### src/rtl/iter_divider.sv
// Multi-cycle unsigned divider (radix-2 restoring, one quotient bit per cycle).
// Executes the DIV (4'b1100) and REM (4'b1101) codes next to the ALU and
// reports its result with the ALU flag layout {negative, zero, carry, overflow}.
module iter_divider #(
    parameter int WIDTH = 32
) (
    input  logic             clk,
    input  logic             rst,
    input  logic             start,
    input  logic [3:0]       alu_control,
    input  logic [WIDTH-1:0] op1,
    input  logic [WIDTH-1:0] op2,
    input  logic             flush,
    output logic             busy,
    output logic             valid,
    output logic [WIDTH-1:0] result,
    output logic [3:0]       flags
);

    localparam int CW = $clog2(WIDTH + 1);

    typedef enum logic [1:0] {
        IDLE = 2'd0,
        RUN  = 2'd1,
        DONE = 2'd2
    } state_t;

    state_t           state_reg, state_next;
    logic [CW-1:0]    cnt_reg;
    logic [WIDTH-1:0] dvd_reg;
    logic [WIDTH-1:0] dsr_reg;
    logic [WIDTH-1:0] quo_reg;
    logic [WIDTH-1:0] rem_reg;
    logic             sel_reg;
    logic [WIDTH-1:0] result_reg;
    logic [3:0]       flags_reg;

    logic             accept;
    logic             run_step;

    // One restoring step: the shifted partial remainder is WIDTH+1 bits wide so
    // divisors above 2^(WIDTH-1) still compare correctly.
    logic [WIDTH:0]   rem_shift;
    logic [WIDTH:0]   rem_diff;
    logic             quo_bit;
    logic [WIDTH-1:0] rem_step;
    logic [WIDTH-1:0] quo_step;
    logic [WIDTH-1:0] run_res;
    logic [WIDTH-1:0] dbz_res;

    // Datapath for a single iteration and for the divide-by-zero shortcut.
    always_comb begin
        rem_shift = {rem_reg, dvd_reg[WIDTH-1]};
        rem_diff  = rem_shift - {1'b0, dsr_reg};
        quo_bit   = ~rem_diff[WIDTH];
        rem_step  = quo_bit ? rem_diff[WIDTH-1:0] : rem_shift[WIDTH-1:0];
        quo_step  = {quo_reg[WIDTH-2:0], quo_bit};
        run_res   = sel_reg ? rem_step : quo_step;
        dbz_res   = alu_control[0] ? op1 : {WIDTH{1'b1}};
    end

    // State register.
    always_ff @(posedge clk) begin
        if (rst) begin
            state_reg <= IDLE;
        end else begin
            state_reg <= state_next;
        end
    end

    // Next-state logic and status outputs; flush squashes RUN/DONE and blocks accept.
    always_comb begin
        state_next = state_reg;
        busy       = 1'b0;
        valid      = 1'b0;
        accept     = 1'b0;
        run_step   = 1'b0;
        case (state_reg)
            IDLE: begin
                if (start && (alu_control[3:1] == 3'b110) && !flush) begin
                    accept     = 1'b1;
                    state_next = (op2 == '0) ? DONE : RUN;
                end
            end
            RUN: begin
                busy = 1'b1;
                if (flush) begin
                    state_next = IDLE;
                end else begin
                    run_step = 1'b1;
                    if (cnt_reg == CW'(1)) begin
                        state_next = DONE;
                    end
                end
            end
            DONE: begin
                valid      = !flush;
                state_next = IDLE;
            end
            default: begin
                state_next = IDLE;
            end
        endcase
    end

    // Operand latching, iteration registers and the result/flag registers
    // (the latter only change on the edge that enters DONE).
    always_ff @(posedge clk) begin
        if (rst) begin
            cnt_reg    <= '0;
            dvd_reg    <= '0;
            dsr_reg    <= '0;
            quo_reg    <= '0;
            rem_reg    <= '0;
            sel_reg    <= 1'b0;
            result_reg <= '0;
            flags_reg  <= 4'b0100;
        end else if (accept) begin
            dvd_reg <= op1;
            dsr_reg <= op2;
            sel_reg <= alu_control[0];
            quo_reg <= '0;
            rem_reg <= '0;
            cnt_reg <= CW'(WIDTH);
            if (op2 == '0) begin
                result_reg <= dbz_res;
                flags_reg  <= {dbz_res[WIDTH-1], (dbz_res == '0), 1'b0, 1'b1};
            end
        end else if (run_step) begin
            dvd_reg <= {dvd_reg[WIDTH-2:0], 1'b0};
            rem_reg <= rem_step;
            quo_reg <= quo_step;
            cnt_reg <= cnt_reg - CW'(1);
            if (cnt_reg == CW'(1)) begin
                result_reg <= run_res;
                flags_reg  <= {run_res[WIDTH-1], (run_res == '0), 1'b0, 1'b0};
            end
        end
    end

    assign result = result_reg;
    assign flags  = flags_reg;

endmodule

### config.mk
export PLATFORM = sky130hd
export DESIGN_NAME = iter_divider
export DESIGN_NICKNAME = d
export VERILOG_FILES = /design/src/rtl/iter_divider.sv
export SDC_FILE = /design/constraint.sdc
export NUM_CORES = 1
export LEC_CHECK = 0
export CAP_MARGIN = 40
export CELL_PAD_IN_SITES_DETAIL_PLACEMENT = 0
export CELL_PAD_IN_SITES_GLOBAL_PLACEMENT = 2
export CORE_ASPECT_RATIO = 1.5
export CORE_MARGIN = 1.5
export CORE_UTILIZATION = 33
export DETAILED_ROUTE_END_ITERATION = 6
export HOLD_SLACK_MARGIN = 0.1
export PLACE_DENSITY = 0.82
export SYNTH_ARGS = -nofsm -noshare
export SYNTH_HDL_FRONTEND = slang
export SYNTH_SLANG_ARGS = --single-unit
export TNS_END_PERCENT = 5
### constraint.sdc
create_clock -name clk -period 4 [get_ports clk]
set_input_delay 0.8 -clock clk [delete_from_list [all_inputs] [get_ports clk]]
set_output_delay 0.8 -clock clk [all_outputs]
set_load 0.05 [all_outputs]
== Yosys cells after proc, flatten, opt, wreduce, memory -nomap -nowiden ==
Cells that the tools add are included.
Storage, ports and cells
  flip-flop bits (word level): 172
  latch bits: 0
  memory bits (writable): 0
  memory bits (read-only): 0
  bits of input ports: 72
  word-level logic and storage cells: 58
  memories: 0
Cells by class
  $add $sub $neg: 2
  multiply operators: 0
  div/mod/pow operators: 0
  $lt $le $gt $ge: 0
  eq/ne operators: 7
  shift-type cells: 0
  mux-type cells: 26
  bitwise gates (word level): 1
  reductions and logical operators: 12
Operators with widths (count)
  $mux W32: 9
  $logic_not A32 Y1: 3
  $sub A33 B32 Y33: 1
  $mux W4: 4
  $mux W6: 2
  $mux W2: 4
  $eq A6 B1 Y1 const B: 1
  $mux W1: 6
  $sub A6 B1 Y6 const B: 1
  $pmux W2 S2: 1
  $reduce_bool A2 Y1: 2
  $eq A3 B3 Y1 const B: 1
  $ne A3 B3 Y1 const B: 1
  $reduce_and A3 Y1: 1
  $eq A2 B1 Y1 const B: 1
  $eq A2 B2 Y1 const B: 1
  $logic_and A1 B1 Y1: 2
  $logic_not A2 Y1: 1
  $ne A2 B1 Y1 const B: 1
  $ne A2 B2 Y1 const B: 1
  $reduce_and A2 Y1: 1
  $reduce_or A2 Y1: 1
  $logic_not A1 Y1: 1
  $not A1 Y1: 1

== Logic depth before layout (Yosys ltp) ==
  word-level depth: 7
  depth in mapped cells: 16
  depth with buffers taken out: 14

== Worst setup path after synthesis ==
OpenSTA, ideal clock, no wires.
  kind: flip-flop to flip-flop
  start point: register dvd_reg[31]
  end point: register flags_reg[2] (netlist: flags[2])
  setup time: 0.087 ns
  arrival: 3.422 ns
  data required time: 3.913 ns
  path slack: 0.491 ns
  stages on the path, launching flop included: 16
  buffers on the path: 1
  period minus slack after synthesis: 3.509 ns
  cells stage by stage: dfxtp_1 inv_1 ha_1 fa_1 nand2b_1 a21oi_2 o2111a_2 o211a_4 o21a_2 buf_6 a21oi_1 o31ai_2 nand4_1 or4_1 or4_1 o31ai_1
On the way
  word-level cells in the longest chain between the ends: 7
  elaborated cells between the ends (all ways): 8
  those cells by class: add/sub: 1; mux: 5; bitwise: 1; reduce/logical: 1
Ends and longest elaborated chain
  from (decl): RTL line 30  | logic [WIDTH-1:0] dvd_reg;
  from (signal assigned): RTL line 119  | dvd_reg <= op1;
  from (signal assigned): RTL line 130  | dvd_reg <= {dvd_reg[WIDTH-2:0], 1'b0};
  $sub A33 B32 Y33: RTL line 54  | rem_diff = rem_shift - {1'b0, dsr_reg};
  $mux W32 / $not A1 Y1 (equally long branches): RTL line 56, 55
  $mux W32 *: RTL line 58  | run_res = sel_reg ? rem_step : quo_step;
  $logic_not A32 Y1 *: RTL line 136  | flags_reg <= {run_res[WIDTH-1], (run_res == '0), 1'b0, 1'b0};
  $mux W4 *: RTL line 134  | if (cnt_reg == CW'(1)) begin
  $mux W4 *: RTL line 129  | end else if (run_step) begin
  $mux W4 *: RTL line 118  | end else if (accept) begin
  to (signal assigned): RTL line 127  | flags_reg <= {dbz_res[WIDTH-1], (dbz_res == '0), 1'b0, 1'b1};
  to (signal assigned): RTL line 136
  to (decl): RTL line 36  | logic [3:0] flags_reg;
Mark *: on every way between the ends. The rest lies on a longest branch, timed or not. The select of a mux whose other input is x is not followed.
A chain may end at the register's enable or synchronous reset.

== Worst setup path after layout ==
Ends and elaborated chain as after synthesis.

==> metrics.md <==
| Metric | Value |
|---|---|
| Status | complete, no violations |
| Final setup viols | 0 |
| Cell Area, Synth | 0.00962 mm² |
| CP required | 4360 ps |
| CTS H-tree lvls | 4 |
| Detailed Route Iter0 Violations | 483 |
| R2R Path End | flags[2] |
| Syn. warnings | 0 |
| Placed insts | 1,744 |
| Clock Sinks | 170 |
| Post-synthesis area per instance | 7.55 µm² |
| Layout Utilization | 0.426 |
| Design area | 0.0122 mm² |
| Post-Syn Nets | 1,381 |
| Drt drc | 0 |
| Vias per cell | 5.28 |
| Pwr Density | 345 mW/mm² |
| Worst r2r path cells | 15 |
| Die Height | 212 µm |
| Fin Clk Skew | 9.08 ps |
| Cell leakage power | 4.24 nW |
| Crit path max fanout | 6 |
| Vias in the first global route | 9,137 |
| Port Buffers | 108 |
| Initial antenna violation count | 0 |
| Clk root buf | clkbuf_16 |
| Global-route wire length before repair | 50,300 µm |
| Final cell count without fillers | 1,790 |
| Pwr Total | 0.00423 W |
| Core area | 0.0287 mm² |
| Worst setup path category | register to register |
| # rows | 76 |
| Post-Route WL | 32,100 µm |
| 1st-pass router iterations | 5 |
| Hold Fails Final Rpt | 0 |
| Total CTS buffers | 17 |
| Routed WL per cell | 17.9 µm |
| Fmax | 0.261 GHz |
| Reg clk slew, reported paths | 70 ps |
| R2R Setup Slk | 170 ps |
| WHS Path Cells | 2 |
| Worst EP arrival | 4190 ps |
| Routing usage on met2 | 0.371 |
| Final #Nets | 1,495 |
| Share of cells above drive strength 1 | 0.129 |
| Slew margin rel. | 0.525 |
| GRT Resource Usage Total | 0.216 |
| Setup crit start | dvd_reg[31] |
| Placed inst area | 0.0114 mm² |
| Max-Cap Viols | 0 |
| Hold_sp | result[25] |
| GRT overflow | 0 |
| Reg2reg start | dvd_reg[31] |
| Clock period minus worst slack | 3830 ps |
| Hold EP | result[25] |
| Synth cell types | 80 |
| Crit end category | register |
| Ys async rst share | 0 |
| Final worst setup slack | 175 ps |
| Met3 global-route usage | 0.0329 |
| Fin crit share | 0.956 |
| GR peak layer | met2 |
| Synth Register Bits | 170 |
| Clock insertion delay at the later pin of the skew report | 450 ps |
| Place WS | 2.08 ps |
| Max VDD drop | 0.321 mV |
| Num ports | 110 |
| Largest net degree at the start of global routing | 121 |
| DP HPWL | 23,200 µm |
| Die Area | 0.0302 mm² |
| Hold Path Class | register to register |
| Area delta synth->final | 27.1% |
| Post-synthesis cell count | 1,274 |
| Die W | 142 µm |
| GR Util met1 | 0.269 |
| Synth Flop Type | dfxtp_1 |
| Most frequent cells in the layout | nand2_1, dfxtp_1, nor2_1 |
| Routed Antenna Nets | 0 |
| CP Launch Type | register |
| Clock Path Buffers | 2 |
| Pins over their slew limit | 0 |
| Sequential area share after synthesis | 0.354 |
| Leading cell type in the layout, fill and taps excluded | nand2_1 |
| CTS tree | done |
| Vias after detailed routing | 9,451 |
| GPL Wtd Cong | 0.818 |
| Worst Max-Slew Pin Slew | 705 ps |
| Post-synth EDFFs | 0 |
| Antenna Cells | 0 |
| Initial Util | 0.335 |
[synthesized netlist by cell type, types with 16 or more instances]
| library cell | count | area [µm²] |
|---|---|---|
| nand2_1 | 256 | 961 |
| a211oi_1 | 30 | 225 |
| a311oi_1 | 41 | 359 |
| inv_1 | 46 | 173 |
| nor4_1 | 20 | 125 |
| dfxtp_1 | 170 | 3400 |
| xnor2_1 | 22 | 193 |
| a21oi_1 | 138 | 691 |
| nor3_1 | 16 | 80.1 |
| ha_1 | 34 | 425 |
| clkbuf_1 | 68 | 255 |
| o21ai_0 | 40 | 200 |
| mux2i_1 | 20 | 200 |
| nand3_1 | 17 | 85.1 |
| o211ai_1 | 16 | 120 |
| nor2_1 | 137 | 514 |
[area by class of cell]
cell class	instances	area, µm²
Inverter	46	173
Multi-Input combinational cell	966	5840
Timing Repair Buffer	187	1760
Clock inverter	11	124
Fill cell	3020	16500
Clock buffer	20	447
Tap cell	390	488
Sequential cell	170	3400
[repair_timing]
action	CTS	global route
setup buffers	0	15
endpoints found under the setup margin	0	1
hold buffers	0	0
gates resized for setup	0	45
hold endpoints to repair	0	0
[through the flow]
stage                     hold WS (ps)  setup TNS (ps)
after CTS                          454               0
final                              449               0
after floorplan                    436               0
after detailed placement           445               0
after global routing               469           -36.5
after global placement             443               0
[metal layers]
metal  wire length [µm]  share of wire  vias up
met1              14100           0.44     4478
li1                   -              -     4730
met2              15900           0.49      203
met5                  0              0        -
met4                950          0.030        0
met3               1140          0.036       40
[logic make-up (layout without fill, tap and decap cells)]
family / Yosys count / after routing / share of synthesized area
adders and majority gates: 35 / 35 / 0.0463
DFF: 170 / 170 / 0.354
and+or+nand+nor: 527 / 527 / 0.242
other: 1 / 1 / 0.000390
AOI/OAI and AO/OA: 350 / 350 / 0.247
buffers and inverters: 138 / 264 / 0.0597
muxes: 22 / 22 / 0.0234
xor gates and xnor gates: 31 / 31 / 0.0282
[critical path, stage by stage (launching register included)]
cell      delay (ps)
dfxtp_2          340
inv_1             50
ha_1             230
fa_2             350
nand2b_4         160
a21oi_2          160
o2111a_2         240
o211a_4          180
o21ai_4           90
buf_4            180
o21ai_1          200
a31o_2           220
nand4_1          190
or4_1            510
or4_1            410
o31ai_1          230
[report_power, final]
| part | internal (W) | switching [W] | total [W] |
|---|---|---|---|
| logic | 0.000377 | 0.000475 | 0.000853 |
| registers | 0.00171 | 0.00000950 | 0.00172 |
| clock network | 0.000930 | 0.000726 | 0.00166 |
[worst max-delay path by stage]
| stage | slack, ps | cells past startpoint | endpoint |
|---|---|---|---|
| after floorplan | 490 | 15 | flags[2] |
| after global routing | -40 | 15 | flags[2] |
| after global placement | 50 | 16 | flags[2] |
| final | 170 | 15 | flags[2] |
| after detailed placement | 2 | 17 | flags[2] |
| after CTS | 10 | 15 | flags[2] |
(Power assumes the default switching activity.)
